### src/rtl/arya_mem_loader_pkg.sv
// Shared definitions for the arya memory loader: host opcodes, controller
// states and default memory geometry.
package arya_mem_loader_pkg;

   localparam int ADDR_W_DEF = 10;
   localparam int DATA_W_DEF = 64;

   typedef enum logic [1:0] {
      OP_LOAD   = 2'b00,
      OP_VERIFY = 2'b01,
      OP_RUN    = 2'b10,
      OP_HALT   = 2'b11
   } op_e;

   typedef enum logic [2:0] {
      ST_IDLE   = 3'd0,
      ST_LOAD   = 3'd1,
      ST_VERIFY = 3'd2,
      ST_DRAIN  = 3'd3,
      ST_RUN    = 3'd4
   } state_e;

endpackage

### src/rtl/arya_mem_loader_verify.sv
// Delay line that aligns each issued VERIFY read ({valid, addr, expected})
// with the memory's registered read data.
module arya_verify_delay
   import arya_mem_loader_pkg::*;
#(
   parameter int ADDR_W = ADDR_W_DEF,
   parameter int DATA_W = DATA_W_DEF,
   parameter int DEPTH  = 1
) (
   input  logic              clk,
   input  logic              reset,
   input  logic              in_valid,
   input  logic [ADDR_W-1:0] in_addr,
   input  logic [DATA_W-1:0] in_data,
   output logic              out_valid,
   output logic [ADDR_W-1:0] out_addr,
   output logic [DATA_W-1:0] out_data,
   output logic              pending
);

   logic [DEPTH-1:0]  valid_r;
   logic [ADDR_W-1:0] addr_r [DEPTH];
   logic [DATA_W-1:0] data_r [DEPTH];

   // Shift register: stage 0 takes the new issue, the last stage feeds the compare.
   always_ff @(posedge clk or negedge reset) begin
      if (!reset) begin
         valid_r <= '0;
         for (int i = 0; i < DEPTH; i++) begin
            addr_r[i] <= '0;
            data_r[i] <= '0;
         end
      end else begin
         valid_r[0] <= in_valid;
         addr_r[0]  <= in_addr;
         data_r[0]  <= in_data;
         for (int i = 1; i < DEPTH; i++) begin
            valid_r[i] <= valid_r[i-1];
            addr_r[i]  <= addr_r[i-1];
            data_r[i]  <= data_r[i-1];
         end
      end
   end

   // Pending means reads still in flight beyond the one being compared now.
   always_comb begin
      pending = 1'b0;
      for (int i = 0; i < DEPTH - 1; i++) begin
         pending = pending | valid_r[i];
      end
   end

   assign out_valid = valid_r[DEPTH-1];
   assign out_addr  = addr_r[DEPTH-1];
   assign out_data  = data_r[DEPTH-1];

endmodule

### src/rtl/arya_mem_loader.sv
// Host-side initiator for the arya core memory debug port: burst load,
// read-back verify, and run/halt control of the core.
module arya_mem_loader
   import arya_mem_loader_pkg::*;
#(
   parameter int ADDR_W       = ADDR_W_DEF,
   parameter int DATA_W       = DATA_W_DEF,
   parameter int READ_LATENCY = 1
) (
   input  logic              clk,
   input  logic              reset,
   input  logic              cmd_valid,
   output logic              cmd_ready,
   input  logic [1:0]        cmd_op,
   input  logic [ADDR_W-1:0] cmd_addr,
   input  logic [ADDR_W:0]   cmd_len,
   input  logic              wr_valid,
   output logic              wr_ready,
   input  logic [DATA_W-1:0] wr_data,
   output logic              core_en,
   output logic              core_setup_mem,
   output logic              core_verify_mem,
   output logic [ADDR_W-1:0] core_mem_addr,
   output logic [DATA_W-1:0] core_mem_data,
   input  logic [DATA_W-1:0] core_mem_rdata,
   output logic              busy,
   output logic              done,
   output logic              mismatch,
   output logic [ADDR_W:0]   err_count,
   output logic [ADDR_W-1:0] first_err_addr
);

   localparam logic [ADDR_W:0]   LEN_ONE = (ADDR_W+1)'(1);
   localparam logic [ADDR_W:0]   ERR_MAX = {1'b1, {ADDR_W{1'b0}}};
   localparam logic [ADDR_W-1:0] ADDR_ONE = ADDR_W'(1);

   state_e            state_r, state_s;
   op_e               op_s;
   logic [ADDR_W-1:0] addr_r, hold_addr_r, first_err_addr_r, dl_addr_s;
   logic [ADDR_W:0]   remain_r, err_count_r;
   logic [DATA_W-1:0] dl_data_s;
   logic              done_r, mismatch_r, dl_valid_s, dl_pending_s;
   logic              cmd_fire_s, beat_s, last_beat_s, idle_fire_s, cmp_fail_s;

   assign op_s        = op_e'(cmd_op);
   assign cmd_ready   = (state_r == ST_IDLE) | ((state_r == ST_RUN) & (op_s == OP_HALT));
   assign wr_ready    = (state_r == ST_LOAD) | (state_r == ST_VERIFY);
   assign cmd_fire_s  = cmd_valid & cmd_ready;
   assign idle_fire_s = cmd_fire_s & (state_r == ST_IDLE);
   assign beat_s      = wr_valid & wr_ready;
   assign last_beat_s = beat_s & (remain_r == LEN_ONE);
   assign cmp_fail_s  = dl_valid_s & (core_mem_rdata != dl_data_s);

   assign core_en         = (state_r == ST_RUN);
   assign core_setup_mem  = (state_r == ST_LOAD) & wr_valid;
   assign core_verify_mem = (state_r == ST_VERIFY) | (state_r == ST_DRAIN);
   assign core_mem_addr   = beat_s ? addr_r : hold_addr_r;
   assign core_mem_data   = core_setup_mem ? wr_data : '0;
   assign busy            = (state_r != ST_IDLE) & (state_r != ST_RUN);
   assign done            = done_r;
   assign mismatch        = mismatch_r;
   assign err_count       = err_count_r;
   assign first_err_addr  = first_err_addr_r;

   arya_verify_delay #(
      .ADDR_W (ADDR_W),
      .DATA_W (DATA_W),
      .DEPTH  (READ_LATENCY)
   ) u_delay (
      .clk       (clk),
      .reset     (reset),
      .in_valid  (beat_s & (state_r == ST_VERIFY)),
      .in_addr   (addr_r),
      .in_data   (wr_data),
      .out_valid (dl_valid_s),
      .out_addr  (dl_addr_s),
      .out_data  (dl_data_s),
      .pending   (dl_pending_s)
   );

   // Controller state register.
   always_ff @(posedge clk or negedge reset) begin
      if (!reset) state_r <= ST_IDLE;
      else        state_r <= state_s;
   end

   // Next-state logic; zero-length LOAD/VERIFY stays in IDLE.
   always_comb begin
      state_s = state_r;
      case (state_r)
         ST_IDLE: begin
            if (cmd_fire_s) begin
               case (op_s)
                  OP_LOAD:   state_s = (cmd_len != '0) ? ST_LOAD : ST_IDLE;
                  OP_VERIFY: state_s = (cmd_len != '0) ? ST_VERIFY : ST_IDLE;
                  OP_RUN:    state_s = ST_RUN;
                  default:   state_s = ST_IDLE;
               endcase
            end else begin
               state_s = ST_IDLE;
            end
         end
         ST_LOAD:   state_s = last_beat_s ? ST_IDLE : ST_LOAD;
         ST_VERIFY: state_s = last_beat_s ? ST_DRAIN : ST_VERIFY;
         ST_DRAIN:  state_s = dl_pending_s ? ST_DRAIN : ST_IDLE;
         ST_RUN:    state_s = cmd_fire_s ? ST_IDLE : ST_RUN;
         default:   state_s = ST_IDLE;
      endcase
   end

   // Address/count tracking, completion pulse and verify status.
   always_ff @(posedge clk or negedge reset) begin
      if (!reset) begin
         addr_r           <= '0;
         hold_addr_r      <= '0;
         remain_r         <= '0;
         done_r           <= 1'b0;
         mismatch_r       <= 1'b0;
         err_count_r      <= '0;
         first_err_addr_r <= '0;
      end else begin
         done_r <= 1'b0;
         if (idle_fire_s) begin
            addr_r   <= cmd_addr;
            remain_r <= cmd_len;
            if (((op_s == OP_LOAD) || (op_s == OP_VERIFY)) && (cmd_len == '0))
               done_r <= 1'b1;
            if (op_s == OP_VERIFY) begin
               mismatch_r       <= 1'b0;
               err_count_r      <= '0;
               first_err_addr_r <= '0;
            end
         end else if (beat_s) begin
            addr_r      <= addr_r + ADDR_ONE;
            remain_r    <= remain_r - LEN_ONE;
            hold_addr_r <= addr_r;
            if (last_beat_s && (state_r == ST_LOAD))
               done_r <= 1'b1;
         end else if ((state_r == ST_DRAIN) && !dl_pending_s) begin
            done_r <= 1'b1;
         end
         // The delay line is empty in IDLE, so this never races the VERIFY clear.
         if (cmp_fail_s) begin
            mismatch_r <= 1'b1;
            if (err_count_r != ERR_MAX)
               err_count_r <= err_count_r + LEN_ONE;
            if (err_count_r == '0)
               first_err_addr_r <= dl_addr_s;
         end
      end
   end

endmodule

### config.mk
export PLATFORM = sky130hd
export DESIGN_NAME = arya_mem_loader
export DESIGN_NICKNAME = d
export VERILOG_FILES = /design/src/rtl/arya_mem_loader_pkg.sv /design/src/rtl/arya_mem_loader_verify.sv /design/src/rtl/arya_mem_loader.sv
export SDC_FILE = /design/constraint.sdc
export NUM_CORES = 1
export LEC_CHECK = 0
export CAP_MARGIN = 10
export CORE_UTILIZATION = 43
export CTS_CLUSTER_DIAMETER = 150
export DETAILED_ROUTE_END_ITERATION = 10
export GPL_ROUTABILITY_DRIVEN = 0
export GPL_TIMING_DRIVEN = 1
export PLACE_DENSITY = 0.81
export SYNTH_ARGS = -nofsm -noshare
export SYNTH_HDL_FRONTEND = slang
export SYNTH_SLANG_ARGS = --single-unit
### constraint.sdc
create_clock -name clk -period 2.6 [get_ports clk]
set_input_delay 0.39 -clock clk [delete_from_list [all_inputs] [get_ports clk]]
set_output_delay 0.39 -clock clk [all_outputs]
set_load 0.1 [all_outputs]
==> impl_results.rst <==
.. list-table::
   :header-rows: 1

   * - Metric
     - Value
   * - Clock insertion delay at the later pin of the skew report
     - about 0.42 ns
   * - Root Buffer
     - sky130_fd_sc_hd__clkbuf_16
   * - Standard cell core area
     - between 10,000 and 15,000 sq um
   * - RSZ-0062 raised after global routing
     - false
   * - Antenna violations before repair
     - 1
   * - Violation count after the first detailed-route iteration
     - 411
   * - Async set or reset register ratio after synthesis
     - 100%
   * - Critical path's top delay family
     - simple AND/OR/NAND/NOR gates
   * - Critical path launch point type
     - flop
   * - CTS H-Tree Depth
     - 4
   * - Worst Setup End Kind
     - primary output
   * - Most used standard cell by instance count after synthesis
     - sky130_fd_sc_hd__dfrtp_1
   * - Met3 demand-to-capacity share in global routing
     - 8.30%
   * - Post-CTS setup buffer count
     - 0
   * - Most Used Layer, Global Route
     - met2
   * - Unique cell type count in the Yosys netlist
     - 44
   * - Combined global-route utilization of all metal layers
     - between 20% and 30%
   * - Total wirelength of the detailed-routed design
     - ~19,000 um
   * - Cell accounting for the most synthesized area
     - sky130_fd_sc_hd__dfrtp_1
   * - Total iterations of the first detailed-routing run
     - 7
   * - Slew @ Worst Pin
     - 0.569 ns
   * - Routed Antenna Nets
     - 0
   * - Setup WS pre-CTS
     - -0.112 ns
   * - WS Path Type
     - flop to primary output
   * - Worst-path cell with the longest stage delay
     - sky130_fd_sc_hd__dfrtp_1
   * - Number of fillers in the final layout
     - about 860
   * - Met1 usage in global routing
     - between 30% and 40%
   * - Tcrit/Tclk final
     - 93.3%
   * - TritonCTS clock tree
     - done
   * - Synth Instances
     - roughly 580
   * - First-pass GRT wire length
     - just over 30,000 um
   * - Top-level port count
     - 258
   * - Total number of placement rows
     - 42
   * - Buffers and inverters on the worst path
     - 3
   * - Die Ht
     - approximately 120 um
   * - Mean instance size in the synthesized netlist
     - roughly 11 sq um
   * - GRT Residual Overflow
     - 0
   * - Maximum vdd drop
     - roughly 0.0009 V
   * - Post-layout min period
     - 2.43 ns
   * - Total power per unit cell area
     - around 1100 nW/um^2
   * - Met2 Use GR
     - approximately 49%
   * - Share of the yosys chip area belonging to registers
     - between 50 and 60%
   * - Final hold vios
     - 0
   * - Final-layout worst hold slack
     - between 0.4 and 0.5 ns
   * - Setup TNS Final
     - 0 ns
   * - Vias in the first global route
     - roughly 5,800
   * - Reported max-cap violation count
     - 0
   * - Maximum clock rate
     - between 400 and 500 MHz
   * - Number of clock sinks
     - between 100 and 150
   * - Slew Limit Headroom
     - 61.7%
   * - Vias per Instance
     - about 5.2
   * - Data arrival, critical path
     - roughly 2.0 ns
   * - Number of endpoints failing setup at the final stage
     - 0
   * - Count of flip-flops with a built-in enable after synthesis
     - 0
   * - Max stage delay on crit path
     - between 0.3 and 0.4 ns
   * - Detailed-route via count
     - between 5,000 and 6,000
   * - Final core utilization
     - approximately three quarters
   * - Final max-slew violation count
     - 0
   * - Pin count of the biggest net entering global routing
     - 66
   * - Main area contributors after synthesis
     - sky130_fd_sc_hd__dfrtp_1, sky130_fd_sc_hd__xnor2_1, sky130_fd_sc_hd__and2_1, sky130_fd_sc_hd__nand2_1, sky130_fd_sc_hd__nand4_1
   * - Die Area
     - around 15,000 sq um
   * - Top-area cell type share of the netlist area
     - between 50% and 60%
   * - Final Total Pwr
     - 11.2 mW
   * - Routed wire length per instance
     - 18.7 um
   * - Num CTS Buffers
     - 17
   * - Cell area after synthesis
     - 6040 sq um
   * - Maximum fanout along the worst path
     - 65
   * - Hold Path Class
     - primary input to flop
   * - Commonest cells in the synthesized netlist
     - sky130_fd_sc_hd__dfrtp_1, sky130_fd_sc_hd__nand2_1, sky130_fd_sc_hd__xnor2_1
   * - # port buffers
     - roughly 260
   * - Final net count
     - between 1,000 and 1,500
   * - Number of hold buffers added after cts
     - 1
   * - Post-Synthesis Net Count
     - between 700 and 800
   * - Clock Skew
     - 0.00519 ns
   * - Data required time of the critical path
     - 2.21 ns
   * - Starting Density
     - approximately 45%
   * - Clock transition at the registers of the reported paths
     - around 0.06 ns
   * - Setup slack after layout
     - ~0.17 ns
   * - Buffer levels on the longest clock path
     - 2
   * - Post-CTS resize count
     - 0
   * - Horizontal die dimension
     - between 100 and 150 um
   * - Crit path top cell by count
     - sky130_fd_sc_hd__buf_12
   * - Post-detailed-route DRC marker count
     - 0
   * - Placed wire-length estimate after detailed placement
     - about 15,000 um
   * - Share of cells above drive strength 1
     - about a fifth
   * - Post-synthesis to final-layout area growth
     - 69.2%
   * - Leakage Power
     - between 4 and 5 nW
   * - Flip-flop and latch count after synthesis
     - 132
   * - Run status
     - complete, no violations
   * - Most used DFF post-synth
     - sky130_fd_sc_hd__dfrtp_1
   * - Synth Warn #
     - 0
   * - Ordered cell list for the critical path
     - inv_1, nor4b_2, buf_12, and2_1, buf_12
layout make-up:
type | count | area (sq um) | share of cell area (%)
antenna | 1 | 2.50 | 0.0245
clock buffer | 21 | 470 | 4.60
clock inverter | 11 | 103 | 1.00
inverter | 28 | 105 | 1.03
multi-input combinational | 395 | 2570 | 25.2
sequential | 132 | 3310 | 32.3
tap | 176 | 220 | 2.16
timing repair buffer | 275 | 3440 | 33.6
routing by layer:
metal / vias to the layer above / routed length (um)
met5: - / 0
met4: 0 / 688
met3: 42 / 1550
met2: 254 / 10000
met1: 2604 / 7160
li1: 2494 / -
kinds of logic (layout without fill, tap and decap cells):
kind of cell             after synthesis  count (layout)  share of synthesized area, %
multiplexers                          12              12                          1.99
other                                  0               1                             0
AO/OA/AOI/OAI                         65              65                          6.82
flip-flops                           132             132                          54.7
AND/OR/NAND/NOR                      238             238                          21.4
buffers and inverters                 48             335                          3.23
adder cells (fa/ha/maj)                5               5                          1.04
XOR/XNOR                              75              75                          10.9
worst reg2reg max path, stage by stage (launching register included):
cell and delay (ns):
sky130_fd_sc_hd__dfrtp_1 0.45, sky130_fd_sc_hd__or2_2 0.43, sky130_fd_sc_hd__nand3b_4 0.26, sky130_fd_sc_hd__nor2_1 0.30
sky130_fd_sc_hd__nand2_1 0.21, sky130_fd_sc_hd__o21ai_0 0.28, sky130_fd_sc_hd__o221ai_1 0.21
state kept, by name, indices dropped and copies added (netlist names):
register / flops
hold_addr_r: 10
u_delay.out_data: 64
done: 1
addr_r: 10
err_count: 11
u_delay.out_addr: 10
mismatch: 1
state_r: 3
remain_r: 11
u_delay.out_valid: 1
first_err_addr: 10
worst paths after layout:
check                           start                   end  slack (ns)  depth (start not counted)
setup reg to reg           state_r[1]          err_count[9]        0.32                          6
hold reg to reg             addr_r[9]   u_delay.out_addr[9]        0.44                          0
min in group asynchronous       reset  u_delay.out_data[14]        0.52                          2
hold / removal             wr_data[1]   u_delay.out_data[1]        0.43                          1
setup / recovery           state_r[0]     core_mem_data[21]        0.17                          5
max in group asynchronous       reset  u_delay.out_data[54]        1.41                          3
layout by cell type (no fill, tap or decap), drive strengths merged, types with 9 or more instances in the layout:
cell type / Yosys / final
a21oi: 10 / 10
nor4: 9 / 9
and2: 65 / 65
clkdlybuf4s50: 0 / 153
dfrtp: 132 / 132
clkbuf: 14 / 21
buf: 6 / 121
mux2i: 12 / 12
nand3: 12 / 12
nand2: 76 / 76
xnor2: 72 / 72
inv: 28 / 29
nand4: 24 / 24
o21ai: 26 / 26
nor2: 22 / 22
report_power, final:
part           leakage, nW  switching (mW)  internal [mW]
Sequential            1.60           0.421           2.55
Clock                0.275           0.876           1.39
Combinational         2.53            4.06           1.88
Total                 4.41            5.35           5.82
stage by stage:
step | std cells | instance area (sq um)
after floorplan | 575 | 6070
after global routing | 1038 | 10200
after global placement | 1005 | 9630
after CTS | 1038 | 10200
final | 1039 | 10200
after detailed placement | 1005 | 9630
(Power assumes the default switching activity.)
==> edit: new RTL, config.mk and constraints unchanged <==
Change the parameter `READ_LATENCY` from 1 to 2.
--- a/src/rtl/arya_mem_loader.sv
+++ b/src/rtl/arya_mem_loader.sv
@@ -7,3 +7,3 @@
    parameter int DATA_W       = DATA_W_DEF,
-   parameter int READ_LATENCY = 1
+   parameter int READ_LATENCY = 2
 ) (
Function: changed (a bounded check fails within 4 cycles, from zero or initial values and one cycle with reset low).
==> edit against the original RTL <==
Total power grew 14%; critical path type unchanged; routed wire length grew 5.4%; design area grew 21%; global-route usage shrank 6.5 points; worst setup slack lost 41 ps; worst hold slack lost 87 ps; area after synthesis grew 31%; die area grew 30%; sequential cell count grew 75; first-iteration DRC count shrank 23%.
==> edit: results (changes against the original RTL) <==
critical path data arrival time 2080 ps (was 2040 ps); count of filler cells inserted in the layout 1293 (was 856); critical path peak fanout 53 (was 65); top cells by area, synth dfrtp_1 65%, xnor2_1 7.7%, and2_1 5.5%, nand2_1 4.0%, nand4_1 2.0% (was dfrtp_1 55%, xnor2_1 10%, and2_1 6.7%, nand2_1 4.7%, nand4_1 2.4%); H-tree levels 1 (was 4); total half-perimeter wirelength after legalization and detailed placement 15700 um (was 15200 um); CTS Buffer Depth 3 (was 2); total nets after synthesis 806 (was 735); maximum number of pins on one net before global-route repair 78 (was 66); proportion of synthesized chip area in sequential cells 65.5% (was 54.7%); area of the multi-input gates 2630 sq um (was 2570 sq um); via count 5785 (was 5394); detail-routed net length per standard cell 17.5 um (was 18.7 um); Post-Place Setup Slack -14.7 ps (was -112 ps); Antenna diodes 0 (was 1); outcome finished, final reports clean (unchanged); overall fraction of global-route tracks in use 22.3% (was 28.7%); Pleak 0.00543 uW (was 0.00441 uW); commonest cells in the netlist 207 x dfrtp_1, 85 x nand2_1, 70 x and2_1, 70 x xnor2_1, 25 x nand4_1 (was 132 x dfrtp_1, 76 x nand2_1, 72 x xnor2_1, 65 x and2_1, 28 x inv_1); global-route wire length before repair 31400 um (was 31000 um); count of different cell masters after synthesis 55 (was 44); worst skew pair latency 480 ps (was 420 ps); iteration-0 DRC count of the detailed router 318 (was 411); Min-Delay Path Class flop to flop (was input pin to flop); antenna violations before repair 0 (was 1)
==> edit: changes by cell type in the layout (fill, tap and decap cells not counted), sizes merged, moves of 4 or more <==
cell / before / now
dfrtp: 132 / 207
nand2: 76 / 85
o21ai: 26 / 11
clkinv: 6 / 1
or4: 6 / 2
inv: 29 / 19
o311ai: 7 / 0
and2: 65 / 70
clkbuf: 21 / 33
==> edit: kinds of logic after synthesis <==
kind of cell | count (synthesis) | share of synthesized area, %
AND/OR/NAND/NOR | 260 | 17.6
flip-flops | 207 | 65.5
XOR/XNOR | 73 | 8.08
AO/OA/AOI/OAI | 51 | 4.54
buffers and inverters | 38 | 2.01
multiplexers | 12 | 1.52
adder cells (fa/ha/maj) | 5 | 0.791
==> edit: routing by layer <==
layer	track usage, %	part of all wire (%)	wire length [um]	vias up
met4	7.57	3.2	646	0
met3	3.72	5.7	1170	40
li1	-	-	-	2734
met1	27.7	39	8070	2827
met5	0	0	0	-
met2	39.1	52	10600	184
==> edit: worst paths after layout <==
| path | endpoint | from | cells past startpoint | slack [ps] |
|---|---|---|---|---|
| min in group asynchronous | err_count[3]$_DFF_PN0_ | reset | 2 | 500 |
| hold reg to reg | u_delay.out_data[47]$_DFF_PN0_ | u_delay.data_r[111]$_DFF_PN0_ | 0 | 340 |
| max in group asynchronous | u_delay.data_r[77]$_DFF_PN0_ | reset | 3 | 1370 |
| setup / recovery | core_mem_data[25] | state_r[2]$_DFF_PN0_ | 5 | 130 |
| setup reg to reg | first_err_addr[7]$_DFF_PN0_ | state_r[1]$_DFF_PN0_ | 7 | 460 |
| hold / removal | u_delay.out_data[47]$_DFF_PN0_ | u_delay.data_r[111]$_DFF_PN0_ | 0 | 340 |
==> edit: metrics by stage <==
stage               hold slack, ps  std cells
floorplan                     94.4        646
global placement               331       1134
detailed placement             335       1134
CTS                            344       1170
global route                   344       1170
finish                         342       1170
==> edit: critical path, cell delays in order (launching register included) <==
cell and delay, ps:
dfrtp_1 380, buf_4 170, nor4bb_4 350, buf_12 250, and2_1 230, buf_12 190
==> edit: where the power goes <==
| part | internal (uW) | switching, uW | total [uW] |
|---|---|---|---|
| Combinational | 1810 | 3640 | 5450 |
| Clock | 1820 | 1130 | 2950 |
| Sequential | 3820 | 456 | 4280 |
==> edit: cell type report <==
type | count | share of cell area, %
inverters | 19 | 0.578
flip-flops and latches | 207 | 42.0
clock inverters | 3 | 0.527
multi-input cells | 401 | 21.3
repair buffers | 279 | 28.3
clock buffers | 32 | 5.00
well taps | 229 | 2.32
==> edit: repair_timing <==
action / CTS / global route
endpoints found under the setup margin: 1 / 0
resized for setup: 1 / 0
endpoints found under the hold margin: 72 / 0
hold buffers: 1 / 0
